===== config.mk =====
export PLATFORM = sky130hd
export DESIGN_NAME = spi_slave
export DESIGN_NICKNAME = d
export VERILOG_FILES = /design/src/rtl/spi_pkg.sv /design/src/rtl/spi_sync_edge.sv /design/src/rtl/spi_slave.sv
export SDC_FILE = /design/constraint.sdc
export NUM_CORES = 1
export LEC_CHECK = 0
export CORE_ASPECT_RATIO = 1.2
export CORE_UTILIZATION = 40
export DETAILED_ROUTE_END_ITERATION = 6
export DONT_BUFFER_PORTS = 1
export GPL_TIMING_DRIVEN = 0
export PLACE_DENSITY = 0.56
export SETUP_SLACK_MARGIN = 0.15
export SLEW_MARGIN = 20
export SYNTH_ARGS = -nofsm -noshare
export SYNTH_HDL_FRONTEND = slang
export SYNTH_SLANG_ARGS = --single-unit

===== constraint.sdc =====
create_clock -name clk -period 2.7 [get_ports clk]
set_input_delay 0 -clock clk [delete_from_list [all_inputs] [get_ports clk]]
set_output_delay 0 -clock clk [all_outputs]
set_load 0.02 [all_outputs]

===== src/rtl/spi_pkg.sv =====
// Shared constants, types and bit-order helpers for the SPI slave.
package spi_pkg;

  // Mode 0: scl idles low, data sampled on the rising edge.
  localparam logic CPOL = 1'b0;
  localparam logic CPHA = 1'b0;

  localparam int BYTE_W = 8;
  localparam int CNT_W  = 3;

  localparam logic [BYTE_W-1:0] TX_IDLE_DEFAULT = 8'h00;

  typedef enum logic {
    IDLE   = 1'b0,
    ACTIVE = 1'b1
  } state_t;

  // Bit that goes on the wire first for a freshly loaded byte.
  function automatic logic tx_first_bit(input logic [BYTE_W-1:0] b, input logic lsb_first);
    tx_first_bit = lsb_first ? b[0] : b[BYTE_W-1];
  endfunction

  // Advance the tx register by one bit in the selected order.
  function automatic logic [BYTE_W-1:0] tx_shift(input logic [BYTE_W-1:0] b, input logic lsb_first);
    tx_shift = lsb_first ? {1'b0, b[BYTE_W-1:1]} : {b[BYTE_W-2:0], 1'b0};
  endfunction

  // Insert a received bit into the rx register in the selected order.
  function automatic logic [BYTE_W-1:0] rx_insert(input logic [BYTE_W-1:0] b, input logic bit_in,
                                                  input logic lsb_first);
    rx_insert = lsb_first ? {bit_in, b[BYTE_W-1:1]} : {b[BYTE_W-2:0], bit_in};
  endfunction

endpackage


===== src/rtl/spi_sync_edge.sv =====
// Multi-stage synchroniser with rise/fall pulse outputs for one async input.
module spi_sync_edge #(
  parameter int SYNC_STAGES = 2
) (
  input  logic clk,
  input  logic arst,
  input  logic d,
  output logic level,
  output logic rise,
  output logic fall
);

  logic [SYNC_STAGES-1:0] sync_r;
  logic                   prev_r;

  // Synchroniser chain plus one-cycle-delayed copy for edge detection.
  // Reset to 0 so a line already low at release never looks like a falling edge.
  always_ff @(posedge clk or posedge arst) begin
    if (arst) begin
      sync_r <= {SYNC_STAGES{1'b0}};
      prev_r <= 1'b0;
    end else begin
      sync_r <= {sync_r[SYNC_STAGES-2:0], d};
      prev_r <= sync_r[SYNC_STAGES-1];
    end
  end

  assign level = sync_r[SYNC_STAGES-1];
  assign rise  = level & ~prev_r;
  assign fall  = ~level & prev_r;

endmodule


===== src/rtl/spi_slave.sv =====
// SPI mode-0 slave: oversampled inputs, byte deserialiser and byte serialiser
// with a one-deep tx holding register.
module spi_slave
  import spi_pkg::*;
#(
  parameter int               SYNC_STAGES = 2,
  parameter logic [BYTE_W-1:0] TX_IDLE    = TX_IDLE_DEFAULT
) (
  input  logic              clk,
  input  logic              arst,
  input  logic              msb_lsb,
  input  logic              scl,
  input  logic              cs,
  input  logic              mosi,
  output logic              miso,
  output logic              miso_oe,
  input  logic [BYTE_W-1:0] tx_byte,
  input  logic              tx_valid,
  output logic              tx_ready,
  output logic [BYTE_W-1:0] rx_byte,
  output logic              rx_valid,
  output logic              tx_underrun,
  output logic              frame_err,
  output logic              busy
);

  // Sample edge follows from the mode constants; shift on the opposite edge.
  localparam logic SAMPLE_ON_RISE = (CPOL == CPHA);

  logic scl_lvl_s, scl_rise_s, scl_fall_s;
  logic cs_lvl_s, cs_rise_s, cs_fall_s;
  logic mosi_s;
  logic sample_s, shift_s;

  spi_sync_edge #(.SYNC_STAGES(SYNC_STAGES)) u_sync_scl (
    .clk(clk), .arst(arst), .d(scl), .level(scl_lvl_s), .rise(scl_rise_s), .fall(scl_fall_s)
  );

  spi_sync_edge #(.SYNC_STAGES(SYNC_STAGES)) u_sync_cs (
    .clk(clk), .arst(arst), .d(cs), .level(cs_lvl_s), .rise(cs_rise_s), .fall(cs_fall_s)
  );

  spi_sync_edge #(.SYNC_STAGES(SYNC_STAGES)) u_sync_mosi (
    .clk(clk), .arst(arst), .d(mosi), .level(mosi_s), .rise(), .fall()
  );

  assign sample_s = SAMPLE_ON_RISE ? scl_rise_s : scl_fall_s;
  assign shift_s  = SAMPLE_ON_RISE ? scl_fall_s : scl_rise_s;

  state_t            state_r, state_nxt;
  logic [CNT_W-1:0]  cnt_r, cnt_nxt;
  logic [BYTE_W-1:0] rx_sh_r, rx_sh_nxt;
  logic [BYTE_W-1:0] tx_sh_r, tx_sh_nxt;
  logic [BYTE_W-1:0] hold_r, hold_nxt;
  logic              hold_full_r, hold_full_nxt;
  logic [BYTE_W-1:0] rx_byte_r, rx_byte_nxt;
  logic              rx_valid_r, rx_valid_nxt;
  logic              underrun_r, underrun_nxt;
  logic              frame_err_r, frame_err_nxt;
  logic              miso_r, miso_nxt;
  logic              miso_oe_r, miso_oe_nxt;
  logic              busy_r, busy_nxt;
  logic              tx_ready_r, tx_ready_nxt;

  logic              accept_s;
  logic [BYTE_W-1:0] load_val_s;
  logic [BYTE_W-1:0] rx_asm_s;
  logic [BYTE_W-1:0] tx_shifted_s;

  assign accept_s     = tx_valid & tx_ready_r;
  assign load_val_s   = hold_full_r ? hold_r : TX_IDLE;
  assign rx_asm_s     = rx_insert(rx_sh_r, mosi_s, msb_lsb);
  assign tx_shifted_s = tx_shift(tx_sh_r, msb_lsb);

  // State and datapath registers; every output is taken straight from a flop.
  always_ff @(posedge clk or posedge arst) begin
    if (arst) begin
      state_r     <= IDLE;
      cnt_r       <= {CNT_W{1'b0}};
      rx_sh_r     <= {BYTE_W{1'b0}};
      tx_sh_r     <= {BYTE_W{1'b0}};
      hold_r      <= {BYTE_W{1'b0}};
      hold_full_r <= 1'b0;
      rx_byte_r   <= {BYTE_W{1'b0}};
      rx_valid_r  <= 1'b0;
      underrun_r  <= 1'b0;
      frame_err_r <= 1'b0;
      miso_r      <= 1'b0;
      miso_oe_r   <= 1'b0;
      busy_r      <= 1'b0;
      tx_ready_r  <= 1'b1;
    end else begin
      state_r     <= state_nxt;
      cnt_r       <= cnt_nxt;
      rx_sh_r     <= rx_sh_nxt;
      tx_sh_r     <= tx_sh_nxt;
      hold_r      <= hold_nxt;
      hold_full_r <= hold_full_nxt;
      rx_byte_r   <= rx_byte_nxt;
      rx_valid_r  <= rx_valid_nxt;
      underrun_r  <= underrun_nxt;
      frame_err_r <= frame_err_nxt;
      miso_r      <= miso_nxt;
      miso_oe_r   <= miso_oe_nxt;
      busy_r      <= busy_nxt;
      tx_ready_r  <= tx_ready_nxt;
    end
  end

  // Next-state and datapath logic. cs rising takes priority over any scl edge.
  always_comb begin
    state_nxt     = state_r;
    cnt_nxt       = cnt_r;
    rx_sh_nxt     = rx_sh_r;
    tx_sh_nxt     = tx_sh_r;
    hold_nxt      = hold_r;
    hold_full_nxt = hold_full_r;
    rx_byte_nxt   = rx_byte_r;
    rx_valid_nxt  = 1'b0;
    underrun_nxt  = 1'b0;
    frame_err_nxt = 1'b0;
    miso_nxt      = miso_r;
    miso_oe_nxt   = miso_oe_r;
    busy_nxt      = busy_r;

    case (state_r)
      IDLE: begin
        cnt_nxt     = {CNT_W{1'b0}};
        miso_nxt    = 1'b0;
        miso_oe_nxt = 1'b0;
        busy_nxt    = 1'b0;
        if (cs_fall_s) begin
          // Consume the held byte (old contents) or fall back to the idle pattern.
          tx_sh_nxt     = load_val_s;
          underrun_nxt  = ~hold_full_r;
          hold_full_nxt = 1'b0;
          miso_nxt      = tx_first_bit(load_val_s, msb_lsb);
          miso_oe_nxt   = 1'b1;
          busy_nxt      = 1'b1;
          state_nxt     = ACTIVE;
        end else begin
          state_nxt = IDLE;
        end
      end

      ACTIVE: begin
        if (cs_rise_s) begin
          // Partial rx byte and unsent tx byte are dropped; holding register kept.
          frame_err_nxt = (cnt_r != {CNT_W{1'b0}});
          cnt_nxt       = {CNT_W{1'b0}};
          miso_nxt      = 1'b0;
          miso_oe_nxt   = 1'b0;
          busy_nxt      = 1'b0;
          state_nxt     = IDLE;
        end else if (sample_s) begin
          rx_sh_nxt = rx_asm_s;
          cnt_nxt   = cnt_r + 3'd1;
          if (cnt_r == 3'd7) begin
            rx_byte_nxt  = rx_asm_s;
            rx_valid_nxt = 1'b1;
          end else begin
            rx_valid_nxt = 1'b0;
          end
        end else if (shift_s) begin
          if (cnt_r != {CNT_W{1'b0}}) begin
            tx_sh_nxt = tx_shifted_s;
            miso_nxt  = tx_first_bit(tx_shifted_s, msb_lsb);
          end else begin
            // Byte boundary: reload exactly as on frame start.
            tx_sh_nxt     = load_val_s;
            underrun_nxt  = ~hold_full_r;
            hold_full_nxt = 1'b0;
            miso_nxt      = tx_first_bit(load_val_s, msb_lsb);
          end
        end else begin
          state_nxt = ACTIVE;
        end
      end

      default: begin
        state_nxt   = IDLE;
        cnt_nxt     = {CNT_W{1'b0}};
        miso_nxt    = 1'b0;
        miso_oe_nxt = 1'b0;
        busy_nxt    = 1'b0;
      end
    endcase

    // A byte accepted in the same cycle as a consume survives the consume.
    if (accept_s) begin
      hold_nxt      = tx_byte;
      hold_full_nxt = 1'b1;
    end else begin
      hold_nxt = hold_nxt;
    end

    tx_ready_nxt = ~hold_full_nxt;
  end

  assign miso        = miso_r;
  assign miso_oe     = miso_oe_r;
  assign tx_ready    = tx_ready_r;
  assign rx_byte     = rx_byte_r;
  assign rx_valid    = rx_valid_r;
  assign tx_underrun = underrun_r;
  assign frame_err   = frame_err_r;
  assign busy        = busy_r;

  // The synchronised levels feed only the edge detectors.
  logic unused_lvl_s;
  assign unused_lvl_s = scl_lvl_s ^ cs_lvl_s;

endmodule


==> key figures <==
Status
  • Outcome: finished clean

Synthesis
  • Synth Instances: 185
  • Sequential element share of the synthesized area: 57.3%
  • Synth Cell Area: 2230 µm²
  • Commonest register cell after synthesis: dfrtp_1
  • Area fraction of the dominant cell type after synthesis: 56.1%
  • Synth top area cells: dfrtp_1, mux2i_1, mux2_2
  • Top-count cell post-synth: dfrtp_1
  • Yosys reg bits: 51
  • Syn. warnings: 0
  • Yosys top cell by area: dfrtp_1
  • Synth cell count leaders: dfrtp_1, nand2_1, mux2i_1
  • FFs w/ async S/R, synth: 100%
  • Number of flops mapped to enable cells by yosys: 0
  • Avg Inst Size Synth: 12.1 µm²
  • Post-synthesis cell type count: 28
  • Syn Nets: 203

Timing
  • Fin. Hold Viols: 0
  • Max Slew Vio Count: 0
  • Final Skew: 0.00405 ns
  • Setup violators final: 0
  • Post-route minimum period: 1.59 ns
  • WHS: 0.0546 ns
  • Worst slew pin tran: 0.469 ns
  • RSZ-0062 raised after global routing: no
  • Fin crit share: 59.0%
  • Fmax: 0.628 GHz
  • Sum Neg Setup Slack: 0 ns
  • Headroom to the max-slew limit: 68.7%

Setup path
  • Worst EP arrival: 1.82 ns
  • Setup crit end kind: register
  • Max FO, Critical Path: 9
  • Startpoint types: register
  • Worst Path Required: 2.92 ns
  • Crit Path Category: reg -> reg

Power
  • NetSw: 601 µW
  • Sw frac: 28.7%
  • Clock share of power: 24.2%
  • Flop pwr share: 52.9%
  • Part of the power in combinational logic: 22.9%
  • Power Density: 819 nW/µm²
  • Pleak: 0.00118 µW
  • Worst vdd ir: 0.000430 V
  • Pint: 1490 µW

Global routing
  • GR Util All Layers: 13.9%
  • Largest net degree at the start of global routing: 32
  • Initial antenna violation count: 0
  • Vias in the first global route: 1490
  • Remaining global-route overflow: 0
  • First-pass GRT wire length: 6.54 mm

Flow run
  • Max cap viols: 0

Finish
  • Layout cells sized above 1: 19.4%
  • Final Net Count: 223
  • Antenna diodes: 0
  • Area growth from synthesis to layout: 14.5%

Hold path
  • Hold WC Path Type: in -> reg

Clock tree
  • Clock Sinks: 51
  • TritonCTS Buffers: 5
  • CTS tree: done
  • H-tree levels: 2
  • Max clock buf depth: 2
  • CTS root buf: clkbuf_8
  • Post-CTS Setup Inserts: 0
  • Worst-Skew Late Latency: 0.29 ns
  • Clock edge transition at the registers on the reported setup and hold paths: 0.08 ns

Route
  • DR DRC count: 0
  • Initial DRC count: 65
  • First-pass DRT Iterations: 4
  • Vias post-DR: 1376
  • WL/cell: 13.5 µm
  • Post-route ant nets: 0
  • Vias/cell: 5.13
  • Post-Route WL: 3.61 mm

Place
  • Input/output buffers: 0
  • GP Congestion: 0.729
  • DP Wirelength: 2.68 mm

Die
  • Core Rows: 29
  • Die area: 5880 µm²
  • Initial core utilization: 41.8%
  • Total core area: 5330 µm²
  • Die Span X: 70.2 µm
  • Die Y: 83.8 µm
  • IO Count: 30
==> kinds of logic after synthesis <==
family                   count (synthesis)  synth area share (%)
adder cells (fa/ha/maj)                  3                  1.68
AO/OA/AOI/OAI                           26                  7.24
buffers and inverters                   16                  4.37
AND/OR/NAND/NOR                         50                  11.0
XOR/XNOR                                 1                 0.393
flip-flops                              51                  57.3
multiplexers                            38                  18.0
==> power by group through the flow <==
stage / logic [µW] / registers [µW] / clock network, µW
final: 480 / 1110 / 507
after CTS: 488 / 1110 / 528
after global routing: 543 / 1130 / 554
after floorplan: 398 / 1080 / 0
after global placement: 452 / 1110 / 0
after detailed placement: 473 / 1120 / 0
==> layer usage <==
layer	track usage, %	wire, µm	vias to the layer above	part of all wire [%]
met3	4.11	138	6	3.8
met1	16.1	1540	674	43
met4	4.36	48	0	1.3
li1	-	-	666	-
met2	24.5	1880	30	52
met5	0	0	-	0
==> worst max-delay path: stages, from the launching register on <==
cell      delay (ns)
dfrtp_1         0.40
inv_1           0.06
ha_1            0.23
nand2b_4        0.09
and2_1          0.13
buf_6           0.15
mux2_2          0.34
o21ai_1         0.12
==> final cells by class <==
type	count	area (µm²)
Inverter	6	22.5
Fill cell	494	2780
Clock buffer	7	76.3
Multi-Input combinational cell	118	856
Clock inverter	1	30.0
Buffer	10	75.1
Sequential cell	51	1280
Timing Repair Buffer	13	140
Tap cell	62	77.6
==> path summary, 6_finish.rpt <==
check                                          start  depth (start not counted)                   end  slack, ns
worst max-delay path                        cnt_r[0]                          7            tx_sh_r[0]       1.11
worst min-delay path                        tx_valid                          2           hold_full_r       0.05
worst max register to register              cnt_r[0]                          7            tx_sh_r[0]       1.11
worst min register to register  u_sync_scl.sync_r[0]                          0  u_sync_scl.sync_r[1]       0.35
max in group asynchronous                       arst                          3              cnt_r[0]       2.01
min in group asynchronous                       arst                          2            tx_sh_r[3]       0.17
==> flip-flops by register name, summed over array words and instances (netlist names), 2 cells and up <==
signal	count
cnt_r	3
hold_r	8
rx_byte	8
rx_sh_r	8
tx_sh_r	8
u_sync_cs.sync_r	2
u_sync_mosi.sync_r	2
u_sync_scl.sync_r	2
==> repair_timing <==
action	4_1_cts	5_1_grt
hold buffers	12	0
resized for setup	0	0
hold endpoints to repair	62	0
==> metrics by stage <==
stage | instance area (µm²) | total power (µW) | std cells | utilization (%) | setup slack (ns)
finish | 2550 | 2090 | 268 | 47.9 | 1.11
global route | 2550 | 2230 | 268 | 47.9 | 0.987
CTS | 2550 | 2120 | 268 | 47.9 | 1.10
detailed placement | 2330 | 1600 | 248 | 43.7 | 1.12
global placement | 2310 | 1560 | 247 | 43.3 | 0.968
floorplan | 2230 | 1480 | 185 | - | 1.23
==> layout by cell type (no fill, tap or decap), drive strengths merged <==
master       netlist  layout
dlygate4sd3        0      12
nand2             31      31
buf                9      10
o21ai             19      19
dfstp              1       1
xnor2              1       1
and2               2       2
nand4              1       1
nor2               5       5
nor3b              1       1
a41oi              2       2
a31oi              1       1
a31o               1       1
o32ai              1       1
dfrtp             50      50
and3               1       1
nor2b              4       4
inv                6       6
nand2b             3       3
nand3              2       2
mux2              17      17
mux2i             21      21
ha                 3       3
clkbuf             1       8
a21oi              2       2
bufinv             0       1
Note: power is estimated with default switching activity, not from simulation.
